<file path="config.mk">
export PLATFORM = sky130hd
export DESIGN_NAME = mem_port_arbiter
export DESIGN_NICKNAME = d
export VERILOG_FILES = /design/src/rtl/mem_port_arbiter.sv
export SDC_FILE = /design/constraint.sdc
export NUM_CORES = 1
export LEC_CHECK = 0
export BUFFER_PORTS_ARGS = -buffer_cell sky130_fd_sc_hd__buf_2
export CORE_AREA = 2 2 113 115
export CTS_CLUSTER_SIZE = 40
export DETAILED_ROUTE_END_ITERATION = 8
export DIE_AREA = 0 0 115 117
export HOLD_SLACK_MARGIN = 0.02
export PLACE_DENSITY_LB_ADDON = 0.1
export SYNTH_ARGS = -nofsm -noshare
export SYNTH_HDL_FRONTEND = slang
export SYNTH_SLANG_ARGS = --single-unit
</file>
<file path="constraint.sdc">
create_clock -name clk -period 1.7 [get_ports clk]
set_input_delay 0 -clock clk [delete_from_list [all_inputs] [get_ports clk]]
set_output_delay 0 -clock clk [all_outputs]
set_load 0.05 [all_outputs]
</file>
<file path="src/rtl/mem_port_arbiter.sv">
// mem_port_arbiter
//   Arbitrates two bus masters onto one synchronous-read, byte-write word RAM.
//   Port 0 is the CPU native memory bus and port 1 is a peripheral master.
//   Each accepted request performs exactly one RAM access. The sequence is
//   IDLE -> ACCESS -> DONE -> IDLE, so a transaction whose valid is sampled
//   in IDLE cycle T completes with a one-cycle ready pulse in cycle T+2.
//   When both ports request together, the port that was not served last
//   wins. A request whose word index lies beyond the RAM is absorbed: the
//   RAM is never enabled for it, a read returns zero, and err pulses
//   together with ready.
//
// Ports
//   clk, resetn          clock; synchronous active-low reset
//   m0_valid/addr/wdata/wstrb  port 0 request (wstrb == 0 means read)
//   m0_ready, m0_rdata   port 0 completion pulse and read data
//   m1_*                 same set for port 1
//   ram_en, ram_we, ram_addr, ram_wdata   RAM macro command
//   ram_rdata            RAM read data, one cycle after ram_en
//   busy                 transaction in progress
//   grant_id             port owning the current or last transaction
//   err                  out-of-range transaction completing this cycle
module mem_port_arbiter #(
  parameter  int MEM_SIZE = 4096,
  localparam int AW       = $clog2(MEM_SIZE),
  localparam int DATA_W   = 32
) (
  input  logic              clk,
  input  logic              resetn,

  input  logic              m0_valid,
  input  logic [31:0]       m0_addr,
  input  logic [DATA_W-1:0] m0_wdata,
  input  logic [3:0]        m0_wstrb,
  output logic              m0_ready,
  output logic [DATA_W-1:0] m0_rdata,

  input  logic              m1_valid,
  input  logic [31:0]       m1_addr,
  input  logic [DATA_W-1:0] m1_wdata,
  input  logic [3:0]        m1_wstrb,
  output logic              m1_ready,
  output logic [DATA_W-1:0] m1_rdata,

  output logic              ram_en,
  output logic [3:0]        ram_we,
  output logic [AW-1:0]     ram_addr,
  output logic [DATA_W-1:0] ram_wdata,
  input  logic [DATA_W-1:0] ram_rdata,

  output logic              busy,
  output logic              grant_id,
  output logic              err
);

  typedef enum logic [1:0] {
    S_IDLE   = 2'd0,
    S_ACCESS = 2'd1,
    S_DONE   = 2'd2
  } state_t;

  state_t              state_q, state_d;
  logic                grant_q, grant_d;
  logic                last_grant_q, last_grant_d;
  logic                oor_q, oor_d;
  logic                ram_en_q, ram_en_d;
  logic [3:0]          ram_we_q, ram_we_d;
  logic [AW-1:0]       ram_addr_q, ram_addr_d;
  logic [DATA_W-1:0]   ram_wdata_q, ram_wdata_d;

  logic                sel;
  logic [31:0]         sel_addr;
  logic [DATA_W-1:0]   sel_wdata;
  logic [3:0]          sel_wstrb;
  logic                sel_oor;
  logic                in_done;
  logic [DATA_W-1:0]   rd_word;
  logic                unused_addr_lsbs;

  // Word index beyond the RAM depth; the full upper address is compared so
  // aliases of low addresses are rejected too.
  function automatic logic out_of_range(input logic [31:0] addr);
    return ({2'b00, addr[31:2]} >= 32'(MEM_SIZE));
  endfunction

  // A lone requester wins outright; on a tie the port not served last wins.
  assign sel       = (m0_valid && m1_valid) ? ~last_grant_q : m1_valid;
  assign sel_addr  = sel ? m1_addr  : m0_addr;
  assign sel_wdata = sel ? m1_wdata : m0_wdata;
  assign sel_wstrb = sel ? m1_wstrb : m0_wstrb;
  assign sel_oor   = out_of_range(sel_addr);

  // Byte offset within the word carries no meaning for a word RAM.
  assign unused_addr_lsbs = ^sel_addr[1:0];

  always_comb begin
    state_d      = state_q;
    grant_d      = grant_q;
    last_grant_d = last_grant_q;
    oor_d        = oor_q;
    ram_en_d     = ram_en_q;
    ram_we_d     = ram_we_q;
    ram_addr_d   = ram_addr_q;
    ram_wdata_d  = ram_wdata_q;
    case (state_q)
      S_IDLE: begin
        ram_en_d = 1'b0;
        ram_we_d = 4'b0000;
        if (m0_valid || m1_valid) begin
          grant_d     = sel;
          ram_addr_d  = sel_addr[AW+1:2];
          ram_wdata_d = sel_wdata;
          oor_d       = sel_oor;
          ram_en_d    = !sel_oor;
          ram_we_d    = sel_oor ? 4'b0000 : sel_wstrb;
          state_d     = S_ACCESS;
        end
      end
      // RAM samples the command at the edge closing this cycle.
      S_ACCESS: begin
        ram_en_d = 1'b0;
        ram_we_d = 4'b0000;
        state_d  = S_DONE;
      end
      // Read data from the RAM is present now; ready is decoded below.
      S_DONE: begin
        last_grant_d = grant_q;
        state_d      = S_IDLE;
      end
      default: begin
        ram_en_d = 1'b0;
        ram_we_d = 4'b0000;
        state_d  = S_IDLE;
      end
    endcase
  end

  always_ff @(posedge clk) begin
    if (!resetn) begin
      state_q      <= S_IDLE;
      grant_q      <= 1'b0;
      last_grant_q <= 1'b1;
      oor_q        <= 1'b0;
      ram_en_q     <= 1'b0;
      ram_we_q     <= 4'b0000;
      ram_addr_q   <= '0;
      ram_wdata_q  <= '0;
    end else begin
      state_q      <= state_d;
      grant_q      <= grant_d;
      last_grant_q <= last_grant_d;
      oor_q        <= oor_d;
      ram_en_q     <= ram_en_d;
      ram_we_q     <= ram_we_d;
      ram_addr_q   <= ram_addr_d;
      ram_wdata_q  <= ram_wdata_d;
    end
  end

  assign in_done   = (state_q == S_DONE);
  assign rd_word   = oor_q ? '0 : ram_rdata;

  assign m0_ready  = in_done && !grant_q;
  assign m1_ready  = in_done &&  grant_q;
  assign m0_rdata  = m0_ready ? rd_word : '0;
  assign m1_rdata  = m1_ready ? rd_word : '0;

  assign ram_en    = ram_en_q;
  assign ram_we    = ram_we_q;
  assign ram_addr  = ram_addr_q;
  assign ram_wdata = ram_wdata_q;

  assign busy      = (state_q != S_IDLE);
  assign grant_id  = grant_q;
  assign err       = in_done && oor_q;

endmodule
</file>
# == Yosys cells after proc, flatten, opt, wreduce, memory -nomap -nowiden ==
# Index checks and enable logic that the tools add are counted.
# op_classes
n_mul,0
shift,0
n_eq_ne,3
n_mux,14
bitwise_logic,1
order_cmp,1
n_addsub,0
reduce_logical,10
div,0
# ops
op,count
two-way mux 32 bit,5
>= comparator 30 x 13 -> 1 bit (second input constant),1
two-way mux 4 bit,3
one-hot mux 4 bit (2 select lines),1
logical AND 1 bit,4
one-hot mux 2 bit (2 select lines),1
equality test 2 x 1 -> 1 bit (second input constant),1
equality test 2 bit (second input constant),1
logical NOT 1 bit,2
logical NOT 2 bit,1
two-way mux 1 bit,2
two-way mux 2 bit,1
inequality test 2 bit (second input constant),1
one-hot mux 1 bit (2 select lines),1
AND reduction 2 bit,1
nonzero test 2 bit,1
logical OR 1 bit,1
NOT 1 bit,1
# word_totals
register_bits,54
mem_bits_ro,0
n_memories,0
mem_bits_rw,0
output_inout_bits,118
word_cells,37
latchBits,0
input_bits,172

# == Depth between registers and ports, before layout ==
# Gate-level depths: netlist (run 1).
# logic_depth
word_depth,7
mapped_depth,6
mapped_depth_nobuf,5

# == Least setup slack after synthesis (run 1) ==
# No wires, ideal clock.
# synth_path
path_type,register -> output
startpoint,register grant_q (netlist: grant_id)
endpoint,output m1_rdata[10]
path_buffers,1
path_slack_ns,-0.089
arrival_time_ns,1.789
required_ns,1.700
path_stages_with_launch,4
path_cell_list,dfxtp_1 -> nand2_1 -> clkbuf_1 -> nor2_1
# synth_between
elab_chain_cells,2
# synth_rtl
item,line_no,source
"start, declared",62,"logic grant_q, grant_d;"
"start signal, assigned",149,grant_q <= grant_d;
logical AND 1 bit,163,assign m1_ready = in_done && grant_q;
two-way mux 32 bit,165,assign m1_rdata = m1_ready ? rd_word : '0;
"end, declared",42,"output logic [DATA_W-1:0] m1_rdata,"
# No other way between the ends.

# == Worst setup path in the final report (run 1) ==
# layout_path
startpoint,register state_q[1]
endpoint,output m0_rdata[14]
# layout_between
elab_chain_cells,3
# layout_rtl
item,line_no,source
"start, declared",61,"state_t state_q, state_d;"
"start signal, assigned",148,state_q <= state_d;
equality test 2 bit,159,assign in_done = (state_q == S_DONE);
logical AND 1 bit,162,assign m0_ready = in_done && !grant_q;
two-way mux 32 bit,164,assign m0_rdata = m0_ready ? rd_word : '0;
"end, declared",35,"output logic [DATA_W-1:0] m0_rdata,"
# No other way between the ends.

==> impl_metrics.ini, run 1 <==
[run_status]
outcome = finished clean

[place]
dpl_cell_area_sq_um = 4690
dpl_worst_slack_ps = 170
dp_hpwl_um = 7860
place_congestion = 0.749
portBuffers = 285

[floorplanning]
die_w_um = 115
initial_core_util_pct = 25.3
die_area_sq_um = 13500
pin_count = 290
die_h_um = 117
placementRows = 41
core-area_sq_um = 12300

[power_and_ir_drop]
p_leak_uw = 0.00292
power_density_nw_per_um2 = 835
ir_drop_mv = 0.462

[timing]
hold_viol_final = 0
worst_slack_ps = 151
max_slew_margin_pct = 76.3
tightest_slew_ps = 355
drv_slew = 0
fin_crit_ps = 1550
finalSetupViolations = 0
fin_worst_skew_ps = 9.55
max_freq_mhz = 646
finalCritPeriodShare_pct = 91.1

[logic_synthesis]
avgSynthCellArea_sq_um = 8.47
yosysWarnings = 0
ys_seq_area_share_pct = 34.8
synth.distinct_cells = 25
synth_top_family_by_area = simple AND/OR/NAND/NOR gates
synth_fp_nets = 539
synth-adder-area-share_pct = 0
synthMuxAreaShare_pct = 15.9
synth_compound_area_share_pct = 16.9
synth-simple-area-share_pct = 25.8
syn_inst = 367
synth_xor_area_share_pct = 0
mappedNetlistArea_sq_um = 3110
yosys_register_bits = 54

[routing]
top_layer_used = met4
dr_wl_met2_um = 5270
drcViolationCount = 0
first_pass_iters = 4
drt-vias-per-instance = 4.48
routedWlPerCell_um = 12.8
ant_nets = 0
totalWireLength_um = 10100
route.met3.wl_um = 811
num_vias = 3529
wl_met1_um = 3880
drt_iter0_markers = 111

[layout]
synthToLayoutAreaGrowth_pct = 58.6
num-fill-cells = 1296
design_area_sq_um = 4930
nNetsFinal = 808
drive_gt1_share_pct = 50.2
antenna-diode-count = 0

[clock_network]
cts_hold_buffers = 0
clock_sinks = 54
cts_setup_buffers = 0
cts_made_buffers = 5
path_clk_slew_ps = 80
h-tree-depth = 2
cts_root_buffer = clkbuf_16
cts_buffer_depth = 2
cts_tree = built
clock_latency_ps = 290

[min_path]
hp-class = in -> reg

[setup_path]
required_ps = 1700
crit_path_start_kind = register
slowest_stage = dfxtp_1
worst_ep_arrival_time_ps = 1550
cp_cell_sequence = nor2b_2 > nand2b_1 > buf_4 > nor2_1 > clkbuf_4
crit_fanout = 33
critPathKind = reg -> out
crit_family = buffers and inverters
cp_num_buf_inv = 2
cpPeakStageDelay_ps = 360
worstSetupEndpointType = output pin

[grt]
grtUsageTotal_pct = 13.6
grt_start_max_net_pins = 59
grt_first_pass_wirelength_um = 14700
grt_antenna_before_repair = 0
grt_remaining_overflow = 0
grt_pass1_vias = 3082

[run]
max-cap-violations = 0
-- sequential cells by signal, summed over array words and instances, names as in the netlist --
signal	cells
grant_id	1
last_grant_q	1
oor_q	1
ram_addr	12
ram_en	1
ram_wdata	32
ram_we	4
state_q	2
-- stage by stage --
stage | util, % | cells | power [uW] | hold WS, ps | TNS [ps]
floorplan | - | 367 | 2500 | 201 | -2130
global placement | 38.1 | 779 | 2910 | 343 | 0
detailed placement | 38.1 | 779 | 2930 | 354 | 0
CTS | 39.5 | 787 | 4180 | 45.7 | 0
global route | 40.1 | 787 | 4350 | 59.3 | -95.1
finish | 40.1 | 787 | 4120 | 47.5 | 0
-- power breakdown --
part / internal, uW / switching (uW)
Clock: 742 / 483
Combinational: 502 / 934
Sequential: 1390 / 62.2
-- routing by layer --
layer	vias up	global-route usage, %
met1	1571	15.3
met5	-	0
met4	0	3.29
met2	161	25.7
met3	8	3.30
li1	1789	-
-- tightest hold or removal path: stages --
cell	delay (ps)
buf_2	70
mux2i_1	50
nand2_1	60
o211a_1	130
-- final timing paths --
kind / start / to / cells past startpoint / slack, ps
worst max register to register: state_q[1] / oor_q / 5 / 150
worst max-delay path: state_q[1] / m0_rdata[14] / 5 / 150
worst min register to register: state_q[1] / state_q[1] / 1 / 450
worst min-delay path: m0_wdata[13] / ram_wdata[13] / 4 / 50
-- cell usage after synthesis (all sizes together) --
cell type	instances	area, sq um
mux2	4	45.0
dfxtp	54	1080
nand2b	34	213
or2	1	6.26
clkbuf	11	41.3
nand3	7	35.0
nor2b	2	12.5
nand3b	1	7.51
nor2	69	262
mux2i	45	450
inv	2	7.51
a21boi	2	22.5
nand4	2	12.5
o22a	1	17.5
o21ai	4	35.0
nand2	51	191
o211a	45	450
buf	22	156
and2	2	12.5
nor4	8	50.1
-- layout by cell type, fill, tap and decap left out, drive strengths merged, types with 7 or more instances in the layout --
cell type  instances
buf              275
mux2i             45
nand2b            34
nor4               8
o211a             45
nor2              69
nand2             51
dfxtp             54
nand3              7
clkbuf            26
-- logic make-up after synthesis --
kind of cell	Yosys count
AOI/OAI and AO/OA	52
DFF	54
buffers and inverters	35
and+or+nand+nor	177
muxes	49
-- area by class of cell --
type	count	area (sq um)	share of cell area, %
Multi-Input combinational cell	278	1850	37.5
Inverter	2	7.51	0.152
Clock inverter	2	38.8	0.787
Tap cell	150	188	3.81
Sequential cell	54	1080	21.9
Clock buffer	6	139	2.82
Timing Repair Buffer	295	1630	33.0
-- what timing repair did --
action                                  in CTS  in global routing
resized for setup                            0                 31
endpoints found under the setup margin       0                 65
endpoints found under the hold margin        0                  0
Note: power is estimated with default switching activity, not from simulation.
==> run 2, diff against run 1 <==
Settings changed: ABC_AREA from default to 1.
==> impl_metrics.ini, run 2 <==
[floorplanning]
core-area_sq_um = 12300
initial_core_util_pct = 25.4
die_h_um = 117
die_area_sq_um = 13500
placementRows = 41
pin_count = 290
die_w_um = 115

[min_path]
hold_start = resetn
min_to = oor_q
hp-class = in -> reg
hold_depth = 3

[logic_synthesis]
ys_seq_area_share_pct = 34.5
yosysTopAreaCellShare_pct = 34.5
synth.distinct_cells = 20
yosys_register_bits = 54
async_flop_share_pct = 0
syn_inst = 457
yosysWarnings = 0
avgSynthCellArea_sq_um = 6.85
synth_area_leaders = dfxtp_1 35%, nand2_1 15%, nor3_2 9.3%
synth_area_leader_cell = dfxtp_1
mappedNetlistArea_sq_um = 3130
synth_fp_nets = 629
synth.most_common_cell = nand2_1
synth_ff_type = dfxtp_1
ys_top_cells_by_count = 123 x nand2_1, 54 x dfxtp_1, 44 x a31oi_1, 44 x o21ai_1
synth_edf_count = 0

[layout]
nNetsFinal = 995
design_area_sq_um = 6750
synthToLayoutAreaGrowth_pct = 116
final_common_cell = buf_2
finalNonFillerCells = 975
num-fill-cells = 1129
drive_gt1_share_pct = 47.9
largest_reg_flops = 32
layout_common_cells = 221 x buf_2, 123 x nand2_1, 88 x dlygate4sd3_1

[setup_path]
r2r_slack_ps = 260
rr_worst_depth = 8
crit_path_start_kind = register
worstSetupEndpointType = output pin
r2r-start = last_grant_q
rr_endpoint = ram_we[3]
critPathKind = reg -> out
worst_ep_arrival_time_ps = 1620
required_ps = 1700
crit_fanout = 14

[timing]
max_slew_margin_pct = 75.8
fin_crit_ps = 1620
fin_worst_skew_ps = 9.18
finalSetupViolations = 0
finalSetupTns_ps = 0
finalCritPeriodShare_pct = 95.1
hold_viol_final = 0
drv_slew = 0
grt_setup_unrepaired = true
max_freq_mhz = 618
tightest_slew_ps = 363
hold_ws_ps = 89.2

[grt]
grt_first_pass_wirelength_um = 20800
grt_pass1_vias = 4320
grt_antenna_before_repair = 1
grt_remaining_overflow = 0
grt_start_max_net_pins = 63
grtUsageTotal_pct = 19.2

[clock_network]
clock_sinks = 54
cts_buffer_depth = 2
path_clk_slew_ps = 70
clock_latency_ps = 300
h-tree-depth = 2
cts_made_buffers = 5
cts_root_buffer = clkbuf_16
cts_tree = built

[place]
place_inst = 872
dpl_cell_area_sq_um = 5310
place_congestion = 0.741
portBuffers = 285
dp_hpwl_um = 9630

[power_and_ir_drop]
p_leak_uw = 0.00324
ir_drop_mv = 0.621
power_uw = 4370
power_density_nw_per_um2 = 648

[routing]
drcViolationCount = 0
routedWlPerCell_um = 14.0
drt_iter0_markers = 165
totalWireLength_um = 13700
num_vias = 4509
ant_nets = 0
first_pass_iters = 4
drt-vias-per-instance = 4.62

[run]
max-cap-violations = 0

[run_status]
outcome = finished clean
run 2: area by class of cell:
| type | count | area [sq um] | area share [%] |
|---|---|---|---|
| repair buffers | 397 | 2910 | 43.2 |
| multi-input cells | 323 | 2240 | 33.1 |
| flip-flops and latches | 54 | 1090 | 16.2 |
| well taps | 150 | 188 | 2.78 |
| inverters | 42 | 168 | 2.49 |
| clock buffers | 7 | 143 | 2.11 |
| clock inverters | 1 | 8.76 | 0.130 |
| diodes | 1 | 2.50 | 0.0371 |
run 2: kinds of logic after synthesis:
| logic type | count (synthesis) | synth area share (%) |
|---|---|---|
| AO/OA/AOI/OAI | 98 | 17.4 |
| buffers and inverters | 80 | 12.5 |
| flip-flops | 54 | 34.5 |
| AND/OR/NAND/NOR | 225 | 35.5 |
run 2: worst max-delay path by stage:
| stage | from | endpoint | slack [ps] | cells past startpoint |
|---|---|---|---|---|
| 2_1_floorplan | state_q[1] | m0_rdata[0] | -310 | 6 |
| 3_3_place_gp | state_q[1] | m0_rdata[1] | 200 | 8 |
| 3_5_place_dp | state_q[1] | m0_rdata[31] | 200 | 8 |
| 4_1_cts | state_q[1] | m0_rdata[31] | 3 | 8 |
| 5_1_grt | state_q[1] | m0_rdata[1] | -20 | 8 |
| 6_report | state_q[1] | m0_rdata[9] | 80 | 8 |
run 2: where the power goes:
group          internal, uW  switching [uW]  total (uW)  leakage [uW]
clock                   594             486        1080     0.0000745
sequential             1400            89.4        1490      0.000449
combinational           622            1180        1810       0.00271
run 2: timing repair:
action,4_1_cts,5_1_grt
cloned,0,1
hold buffers,88,0
endpoints found under the hold margin,44,0
endpoints found under the setup margin,59,59
pin swaps,1,2
buffers inserted,1,4
gates resized for setup,54,66
run 2: per-stage QoR:
step / setup slack [ps] / utilization (%)
6_report: 83.1 / 54.8
3_5_place_dp: 197 / 43.1
5_1_grt: -15.6 / 54.8
2_1_floorplan: -306 / -
3_3_place_gp: 205 / 43.1
4_1_cts: 2.85 / 52.7
run 2: metal layers:
layer / global-route usage [%] / vias up / wire [um]
li1: - / 2266 / -
met1: 20.8 / 2028 / 5120
met2: 36.4 / 190 / 7260
met3: 4.99 / 25 / 995
met4: 6.35 / 0 / 302
met5: 0 / - / 0
run 2: critical path: stages (launching register included):
cell and delay [ps]:
dfxtp_2 340, inv_2 50, nor2_4 100, inv_4 70, nor2_4 140, clkinv_4 110, buf_12 180, nor3_4 140
buf_6 180
